==> config.mk <==
export PLATFORM = sky130hd
export DESIGN_NAME = mc_ctrl
export DESIGN_NICKNAME = d
export VERILOG_FILES = /design/src/rtl/mc_ctrl.sv
export SDC_FILE = /design/constraint.sdc
export NUM_CORES = 1
export LEC_CHECK = 0
export ABC_AREA = 1
export CELL_PAD_IN_SITES_DETAIL_PLACEMENT = 0
export CELL_PAD_IN_SITES_GLOBAL_PLACEMENT = 2
export CORE_MARGIN = 2
export CORE_UTILIZATION = 15
export DETAILED_ROUTE_END_ITERATION = 10
export PLACE_DENSITY = 0.95
export SKIP_LAST_GASP = 1
export SLEW_MARGIN = 20
export SYNTH_ARGS = -nofsm -noshare
export SYNTH_HDL_FRONTEND = slang
export SYNTH_SLANG_ARGS = --single-unit
==> constraint.sdc <==
create_clock -name clk -period 2.5 [get_ports clk]
set_input_delay 0.5 -clock clk [delete_from_list [all_inputs] [get_ports clk]]
set_output_delay 0.5 -clock clk [all_outputs]
set_load 0.005 [all_outputs]
==> src/rtl/mc_ctrl.sv <==
// Multi-cycle control FSM for a small MIPS subset (addu/subu/ori/lui/lw/sw/beq/j/nop).
// Only the state register is stored; every control output is decoded from state, instr, branch and mem_ready.
module mc_ctrl #(
  parameter int ALU_OP_W = 4,
  parameter int CMP_OP_W = 4
) (
  input  logic                clk,
  input  logic                rst_n,
  input  logic [31:0]         instr,
  input  logic                branch,
  input  logic                mem_ready,
  output logic                mem_req,
  output logic                mem_we,
  output logic                mem_addr_sel,
  output logic                ir_we,
  output logic                pc_we,
  output logic [1:0]          pc_sel,
  output logic                reg_we,
  output logic                reg_dst,
  output logic                wd_sel,
  output logic                alu_src_b,
  output logic                ext_op,
  output logic [ALU_OP_W-1:0] alu_op,
  output logic [CMP_OP_W-1:0] cmp_op,
  output logic                instr_done,
  output logic                illegal
);

  localparam logic [ALU_OP_W-1:0] ALU_ADD = ALU_OP_W'(0);
  localparam logic [ALU_OP_W-1:0] ALU_SUB = ALU_OP_W'(1);
  localparam logic [ALU_OP_W-1:0] ALU_OR  = ALU_OP_W'(2);
  localparam logic [ALU_OP_W-1:0] ALU_LUI = ALU_OP_W'(3);
  localparam logic [CMP_OP_W-1:0] CMP_BEQ = CMP_OP_W'(1);

  typedef enum logic [2:0] {
    S_IF  = 3'd0,
    S_ID  = 3'd1,
    S_EX  = 3'd2,
    S_MEM = 3'd3,
    S_WB  = 3'd4
  } state_t;

  state_t state_q, state_d;

  logic [5:0] op;
  logic [5:0] funct;
  logic is_nop, is_addu, is_subu, is_ori, is_lui, is_lw, is_sw, is_beq, is_j;
  logic is_legal_ex;

  assign op      = instr[31:26];
  assign funct   = instr[5:0];
  assign is_nop  = (instr == 32'h0);
  assign is_addu = (op == 6'h00) && (funct == 6'h21);
  assign is_subu = (op == 6'h00) && (funct == 6'h23);
  assign is_ori  = (op == 6'h0D);
  assign is_lui  = (op == 6'h0F);
  assign is_lw   = (op == 6'h23);
  assign is_sw   = (op == 6'h2B);
  assign is_beq  = (op == 6'h04);
  assign is_j    = (op == 6'h02);
  assign is_legal_ex = is_addu | is_subu | is_ori | is_lui | is_lw | is_sw | is_beq;

  // ALU controls decoded once so EX, MEM and WB present identical values
  logic [ALU_OP_W-1:0] ex_alu_op;
  logic                ex_alu_src_b;
  logic                ex_ext_op;

  always_comb begin
    ex_alu_op = ALU_ADD;
    if (is_subu)     ex_alu_op = ALU_SUB;
    else if (is_ori) ex_alu_op = ALU_OR;
    else if (is_lui) ex_alu_op = ALU_LUI;
  end

  assign ex_alu_src_b = is_ori | is_lui | is_lw | is_sw;
  assign ex_ext_op    = is_lw | is_sw;

  always_ff @(posedge clk or negedge rst_n) begin
    if (!rst_n) state_q <= S_IF;
    else        state_q <= state_d;
  end

  always_comb begin
    state_d      = state_q;
    mem_req      = 1'b0;
    mem_we       = 1'b0;
    mem_addr_sel = 1'b0;
    ir_we        = 1'b0;
    pc_we        = 1'b0;
    pc_sel       = 2'd0;
    reg_we       = 1'b0;
    reg_dst      = 1'b0;
    wd_sel       = 1'b0;
    alu_src_b    = 1'b0;
    ext_op       = 1'b0;
    alu_op       = ALU_ADD;
    cmp_op       = '0;
    instr_done   = 1'b0;
    illegal      = 1'b0;

    // Outputs stay zero while reset is held, independent of the clock
    if (rst_n) begin
      case (state_q)
        S_IF: begin
          mem_req = 1'b1;
          if (mem_ready) begin
            ir_we   = 1'b1;
            pc_we   = 1'b1;
            state_d = S_ID;
          end
        end
        S_ID: begin
          state_d = S_IF;
          if (is_j) begin
            pc_we      = 1'b1;
            pc_sel     = 2'd2;
            instr_done = 1'b1;
          end else if (is_nop) begin
            instr_done = 1'b1;
          end else if (is_legal_ex) begin
            state_d = S_EX;
          end else begin
            illegal = 1'b1;
          end
        end
        S_EX: begin
          alu_op    = ex_alu_op;
          alu_src_b = ex_alu_src_b;
          ext_op    = ex_ext_op;
          if (is_beq) begin
            cmp_op     = CMP_BEQ;
            pc_sel     = 2'd1;
            pc_we      = branch;
            instr_done = 1'b1;
            state_d    = S_IF;
          end else if (is_lw || is_sw) begin
            state_d = S_MEM;
          end else if (is_legal_ex) begin
            state_d = S_WB;
          end else begin
            state_d = S_IF;
          end
        end
        S_MEM: begin
          alu_op       = ex_alu_op;
          alu_src_b    = ex_alu_src_b;
          ext_op       = ex_ext_op;
          mem_req      = 1'b1;
          mem_addr_sel = 1'b1;
          mem_we       = is_sw;
          if (mem_ready) begin
            if (is_sw) begin
              instr_done = 1'b1;
              state_d    = S_IF;
            end else begin
              state_d = S_WB;
            end
          end
        end
        S_WB: begin
          alu_op     = ex_alu_op;
          alu_src_b  = ex_alu_src_b;
          ext_op     = ex_ext_op;
          reg_we     = 1'b1;
          reg_dst    = is_addu | is_subu;
          wd_sel     = is_lw;
          instr_done = 1'b1;
          state_d    = S_IF;
        end
        default: state_d = S_IF;
      endcase
    end
  end

endmodule

==> results of run 1 <==
## cell type report
class	count	area (sq um)
sequential	3	75.1
tap	52	65.1
timing repair buffer	77	694
multi-input combinational	105	557
inverter	21	78.8
clock buffer	4	45.0
fill	490	2930
## logic make-up (layout without fill, tap and decap cells)
kind of cell | Yosys count | after routing | share of synthesized area
AOI/OAI and AO/OA | 10 | 10 | 0.0801
buffers and inverters | 27 | 102 | 0.176
DFF | 3 | 3 | 0.107
other | 1 | 5 | 0.00533
and+or+nand+nor | 90 | 90 | 0.632
## synth_stat cells
| master | count | area (sq um) |
|---|---|---|
| nor2_4 | 2 | 22.5 |
| nand4_4 | 1 | 21.3 |
| nor3_4 | 1 | 16.3 |
| nor3b_1 | 1 | 7.51 |
| nor2_2 | 6 | 37.5 |
| o21bai_1 | 1 | 7.51 |
| inv_2 | 7 | 26.3 |
| buf_4 | 6 | 45.0 |
| nand2_2 | 2 | 12.5 |
| o21ai_1 | 2 | 10.0 |
| inv_1 | 14 | 52.6 |
| nor3_2 | 2 | 20.0 |
| a21oi_1 | 3 | 15.0 |
| a21oi_2 | 1 | 8.76 |
| nand3_1 | 8 | 40.0 |
| o21ai_0 | 3 | 15.0 |
| nand4_1 | 2 | 12.5 |
| conb_1 | 1 | 3.75 |
| nor3_1 | 3 | 15.0 |
| nand3_2 | 1 | 10.0 |
| nor2_1 | 34 | 128 |
| dfrtp_1 | 3 | 75.1 |
| nand2_1 | 27 | 101 |
## through the flow
| step | instances | instance area (sq um) | setup TNS, ns |
|---|---|---|---|
| 2_1_floorplan | 135 | 718 | 0 |
| 3_3_place_gp | 252 | 1400 | -2.51 |
| 3_5_place_dp | 252 | 1400 | -2.61 |
| 4_1_cts | 261 | 1490 | 0 |
| 5_1_grt | 262 | 1520 | -0.0867 |
| 6_report | 262 | 1520 | 0 |
## worst min-delay path by stage
stage / from / to / slack [ns] / cells past startpoint
2_1_floorplan: rst_n / state_q[0] / 0.20 / 0
3_3_place_gp: state_q[1] / state_q[1] / 0.48 / 2
3_5_place_dp: state_q[1] / state_q[1] / 0.51 / 2
4_1_cts: state_q[1] / state_q[1] / 0.52 / 2
5_1_grt: state_q[1] / state_q[1] / 0.61 / 2
6_report: state_q[1] / state_q[1] / 0.52 / 2
## cell usage in the layout (no fill, tap or decap), drive strengths merged
| master | n |
|---|---|
| nor3b | 1 |
| nor3 | 6 |
| dlymetal6s2s | 1 |
| nand2 | 29 |
| nand4 | 3 |
| nand3 | 9 |
| buf | 25 |
| dlygate4sd2 | 9 |
| clkdlybuf4s50 | 40 |
| conb | 5 |
| a21oi | 4 |
| o21ai | 5 |
| o21bai | 1 |
| clkdlybuf4s15 | 1 |
| inv | 21 |
| dfrtp | 3 |
| clkbuf | 5 |
| nor2 | 42 |
## what timing repair did
action,CTS,global route
setup endpoints to repair,12,8
pin swaps,7,3
gates resized for setup,17,11
setup buffers,5,1
hold buffers,0,0
## power groups by stage
stage                     clock [W]  combinational (W)  sequential [W]
after floorplan                   0           0.000131       0.0000698
after global placement            0           0.000257       0.0000716
after detailed placement          0           0.000257       0.0000713
after CTS                  0.000141           0.000256       0.0000709
after global routing       0.000146           0.000295       0.0000765
final                      0.000137           0.000257       0.0000751
## layer usage
metal  share of wire  GRT usage  up-vias
li1                -          -      555
met1            0.46      0.122      411
met2            0.47      0.181       31
met3           0.067     0.0208        0
met4               0     0.0247        0
met5               0          0        -
## critical path, cell delays in order
cell and delay [ns]:
dlygate4sd2_1 0.28, nor2_4 0.16, buf_4 0.14, nand4_4 0.07
buf_4 0.16, nand2_1 0.05, nand2_1 0.05, inv_1 0.04
clkdlybuf4s50_1 0.50
==> results by group, run 1 <==
Outcome
  – Status: complete, no violations

STA
  – Minimum clock period: 2.44 ns
  – Fin. Hold Viols: 0
  – Final period util: 0.977
  – Hold Slack: 0.523 ns
  – Endpoints failing setup: 0
  – RSZ-0062 raised after global routing: yes
  – Worst Clk Skew: 0.00107 ns
  – Final Max Slew Viols: 0
  – Fmax: 0.409 GHz
  – Worst setup margin: 0.0568 ns

Yosys
  – Synth unique cells: 23
  – Post-Synthesis Cells: 131
  – Post-synthesis sequential area ratio: 0.107
  – Synth Warn #: 0
  – Post-Syn Area: 703 sq um
  – Mean Syn Cell Area: 5.37 sq um
  – FF+latch count, synth: 3

Detailed routing
  – Via count: 997
  – Vias/cell: 3.81
  – DR iter-0 viols: 33
  – Antenna Violating Nets Remaining: 0
  – WL final: 2430 microns
  – Residual DRC count: 0
  – Wire length per cell: 9.29 microns
  – Drt pass-1 iters: 4

Die
  – Initial Util: 0.158
  – Die Y: 72.5 microns
  – Die area: 0.00525 sq mm
  – Core Rows: 24
  – Core Area: 0.00444 sq mm
  – I/O pin count: 58
  – Chip width: 72.5 microns

Job
  – MaxCap Viol Count: 0

Worst setup path
  – Worst setup path startpoint: instr[30]
  – Critical Path End Type: primary output
  – Worst setup SP type: input port
  – Worst path required time: 2.00 ns
  – Reg2reg start: state_q[0]
  – Crit path to: alu_src_b
  – Worst R2R Path Depth: 7
  – Crit-path max FO: 5
  – FF-to-FF setup slack: 1.19 ns
  – CP Class: input port to primary output
  – FF-to-FF End: state_q[0]
  – Arr. time, crit path: 1.94 ns

Power and ir drop
  – Max rail drop VDD: 127 uV
  – Flop pwr share: 0.160
  – Switch share: 0.370
  – Power Internal: 0.000295 W
  – Pleak: 0.674 nW
  – Total power: 0.000469 W
  – Clock group share of total power: 0.292
  – PwrDens: 309 mW/mm^2
  – Combinational share of power: 0.548
  – Sw power: 0.000173 W

Clock tree
  – Num CTS Buffers: 3
  – Clk buf depth: 2
  – Cell chosen for the clock root: clkbuf_8
  – Clock-pin slew on the worst setup and hold paths: 0.03 ns
  – H-tree levels: 1
  – Clk sinks: 3
  – Clock Latency Late Sink: 0.21 ns
  – CTS tree: built

Placement
  – Pre-CTS setup slack: -0.372 ns
  – Detail Placement HPWL: 2070 microns
  – IO buf count: 52
  – RePlAce Congestion: 0.796

Worst hold path
  – Hold Path Class: register to register

Global routing
  – Vias in the first global route: 997
  – Total grt overflow: 0
  – Largest net degree at the start of global routing: 10
  – Total GRT Usage: 0.101
  – First-pass GRT wire length: 4310 microns
  – Antenna violations before repair: 0

Layout
  – Biggest register: state_q
  – Largest regs: state_q x3
  – Final-stage net count: 247
  – Area Growth Syn to Fin: 115%
  – Max reg flops: 3
  – Post-layout util: 0.341
  – Layout cells sized above 1: 0.290
  – Inserted Diodes: 0
(Power assumes the default switching activity.)
==> run 2, diff against run 1 <==
--- a/config.mk
+++ b/config.mk
@@ -10,8 +10,9 @@
 export CELL_PAD_IN_SITES_GLOBAL_PLACEMENT = 2
 export CORE_MARGIN = 2
 export CORE_UTILIZATION = 15
+export CTS_BUF_LIST = sky130_fd_sc_hd__clkbuf_8 sky130_fd_sc_hd__clkbuf_16
 export DETAILED_ROUTE_END_ITERATION = 10
-export PLACE_DENSITY = 0.95
+export PLACE_DENSITY = 0.93
 export SKIP_LAST_GASP = 1
 export SLEW_MARGIN = 20
 export SYNTH_ARGS = -nofsm -noshare
==> results by group, run 2 (synthesis results as in run 1) <==
Power and ir drop
  – Flop pwr share: 0.154
  – Pleak: 0.721 nW
  – Clock group share of total power: 0.288
  – Power Internal: 0.000292 W
  – Combinational share of power: 0.558
  – PwrDens: 305 mW/mm^2
  – Sw power: 0.000173 W
  – Max rail drop VDD: 129 uV
  – Switch share: 0.371
  – Total power: 0.000465 W

Detailed routing
  – DR iter-0 viols: 17
  – Drt pass-1 iters: 3
  – Residual DRC count: 0
  – Wire length per cell: 9.24 microns
  – Vias/cell: 3.91
  – WL final: 2440 microns
  – Antenna Violating Nets Remaining: 0
  – Via count: 1031

Worst hold path
  – Hold Startpoint: state_q[1]
  – Hold Path Class: register to register
  – Cells on Worst Hold Path: 2
  – Worst Hold Endpoint: state_q[1]

Global routing
  – Total GRT Usage: 0.0936
  – Vias in the first global route: 977
  – Antenna violations before repair: 0
  – First-pass GRT wire length: 4000 microns
  – Largest net degree at the start of global routing: 9
  – Total grt overflow: 0

Worst setup path
  – Worst path required time: 2.00 ns
  – Worst R2R Path Depth: 6
  – FF-to-FF End: state_q[0]
  – Reg2reg start: state_q[2]
  – CP Class: input port to primary output
  – Critical Path End Type: primary output
  – Crit-path max FO: 4
  – Worst setup SP type: input port
  – Arr. time, crit path: 1.91 ns
  – FF-to-FF setup slack: 1.22 ns

Die
  – Core Area: 0.00444 sq mm
  – Initial Util: 0.158
  – I/O pin count: 58
  – Die area: 0.00525 sq mm
  – Die Y: 72.5 microns
  – Core Rows: 24
  – Chip width: 72.5 microns

Placement
  – Detail Placement HPWL: 2070 microns
  – RePlAce Congestion: 0.757
  – IO buf count: 52
  – Dpl cells: 252

Clock tree
  – Clk sinks: 3
  – CTS tree: built
  – Post-CTS Hold Buffers: 0
  – H-tree levels: 1
  – Clk buf depth: 2
  – Clock-pin slew on the worst setup and hold paths: 0.03 ns
  – Num CTS Buffers: 3
  – Cell chosen for the clock root: clkbuf_8
  – Clock Latency Late Sink: 0.21 ns

STA
  – Minimum clock period: 2.41 ns
  – Fin. Hold Viols: 0
  – Final Max Slew Viols: 0
  – Final setup TNS: 0 ns
  – Endpoints failing setup: 0
  – RSZ-0062 raised after global routing: yes
  – Worst Clk Skew: 0.00459 ns
  – Final period util: 0.966
  – Fmax: 0.414 GHz

Layout
  – Layout cells sized above 1: 0.297
  – Biggest register: state_q
  – Largest regs: state_q x3
  – Area Growth Syn to Fin: 117%
  – Commonest non-fill, non-tap cell in the layout: clkdlybuf4s50_1
  – Post-layout util: 0.343
  – Inserted Diodes: 0
  – Max reg flops: 3
  – Fin cells: 264
  – Commonest cells after routing, fill and taps aside: 39 x clkdlybuf4s50_1, 30 x nor2_1, 27 x nand2_1, 27 x buf_4, 13 x inv_1
  – Final-stage net count: 249

Outcome
  – Status: complete, no violations

Job
  – MaxCap Viol Count: 0
run 2: cell types whose count changed in the layout (fill, tap and decap cells not counted):
cell	delta
dlymetal6s2s_1	+2
dlygate4sd2_1	-2
buf_4	+2
clkdlybuf4s50_1	-1
nor2_1	+1
clkbuf_1	-1
clkbuf_2	+1
nor3_4	-1
inv_1	+1
nor2_2	-1
nor3_2	+1
run 2: metal layers:
metal | vias to the layer above | routed length, microns | track usage | share of wire
met5 | - | 0 | 0 | 0
met4 | 0 | 0 | 0.0185 | 0
met3 | 0 | 215 | 0.0236 | 0.088
met2 | 37 | 1160 | 0.165 | 0.48
met1 | 435 | 1060 | 0.115 | 0.43
li1 | 559 | - | - | -
run 2: worst max path at each step:
stage                         start          to  slack, ns
after floorplan           instr[30]  instr_done       0.82
after global placement    instr[28]  instr_done      -0.36
after detailed placement  instr[30]  instr_done      -0.37
after CTS                     rst_n      mem_we      -0.01
after global routing      instr[28]   cmp_op[0]      -0.05
final                         rst_n   alu_src_b       0.09
run 2: cell type report:
class / count / area, sq um
clock buffers: 3 / 41.3
clock inverters: 1 / 3.75
fillers: 513 / 2920
inverters: 21 / 78.8
multi-input cells: 105 / 548
flip-flops and latches: 3 / 75.1
well taps: 52 / 65.1
repair buffers: 79 / 712
run 2: power groups by stage:
stage / sequential (W) / combinational (W) / clock (W)
3_3_place_gp: 0.0000710 / 0.000259 / 0
2_1_floorplan: 0.0000698 / 0.000131 / 0
3_5_place_dp: 0.0000715 / 0.000258 / 0
4_1_cts: 0.0000713 / 0.000258 / 0.000138
5_1_grt: 0.0000735 / 0.000292 / 0.000142
6_report: 0.0000716 / 0.000260 / 0.000134
run 2: per-stage QoR:
| stage | worst slack, ns | instance area (sq um) | hold WS [ns] |
|---|---|---|---|
| after floorplan | 0.818 | 718 | 0.204 |
| after global placement | -0.364 | 1400 | 0.471 |
| after detailed placement | -0.366 | 1400 | 0.474 |
| after CTS | -0.0108 | 1480 | 0.483 |
| after global routing | -0.0536 | 1520 | 0.531 |
| final | 0.0858 | 1520 | 0.497 |
run 2: timing repair:
item,CTS,global route
setup endpoints to repair,13,10
gates resized for setup,15,14
buffers inserted,4,4
hold endpoints to repair,0,0
pin swaps,4,6
run 2: worst max-delay path: stages:
cell	delay, ns
clkdlybuf4s50_1	0.50
inv_2	0.08
nor2_4	0.14
buf_4	0.12
nand2_1	0.04
inv_1	0.04
clkdlybuf4s50_1	0.50
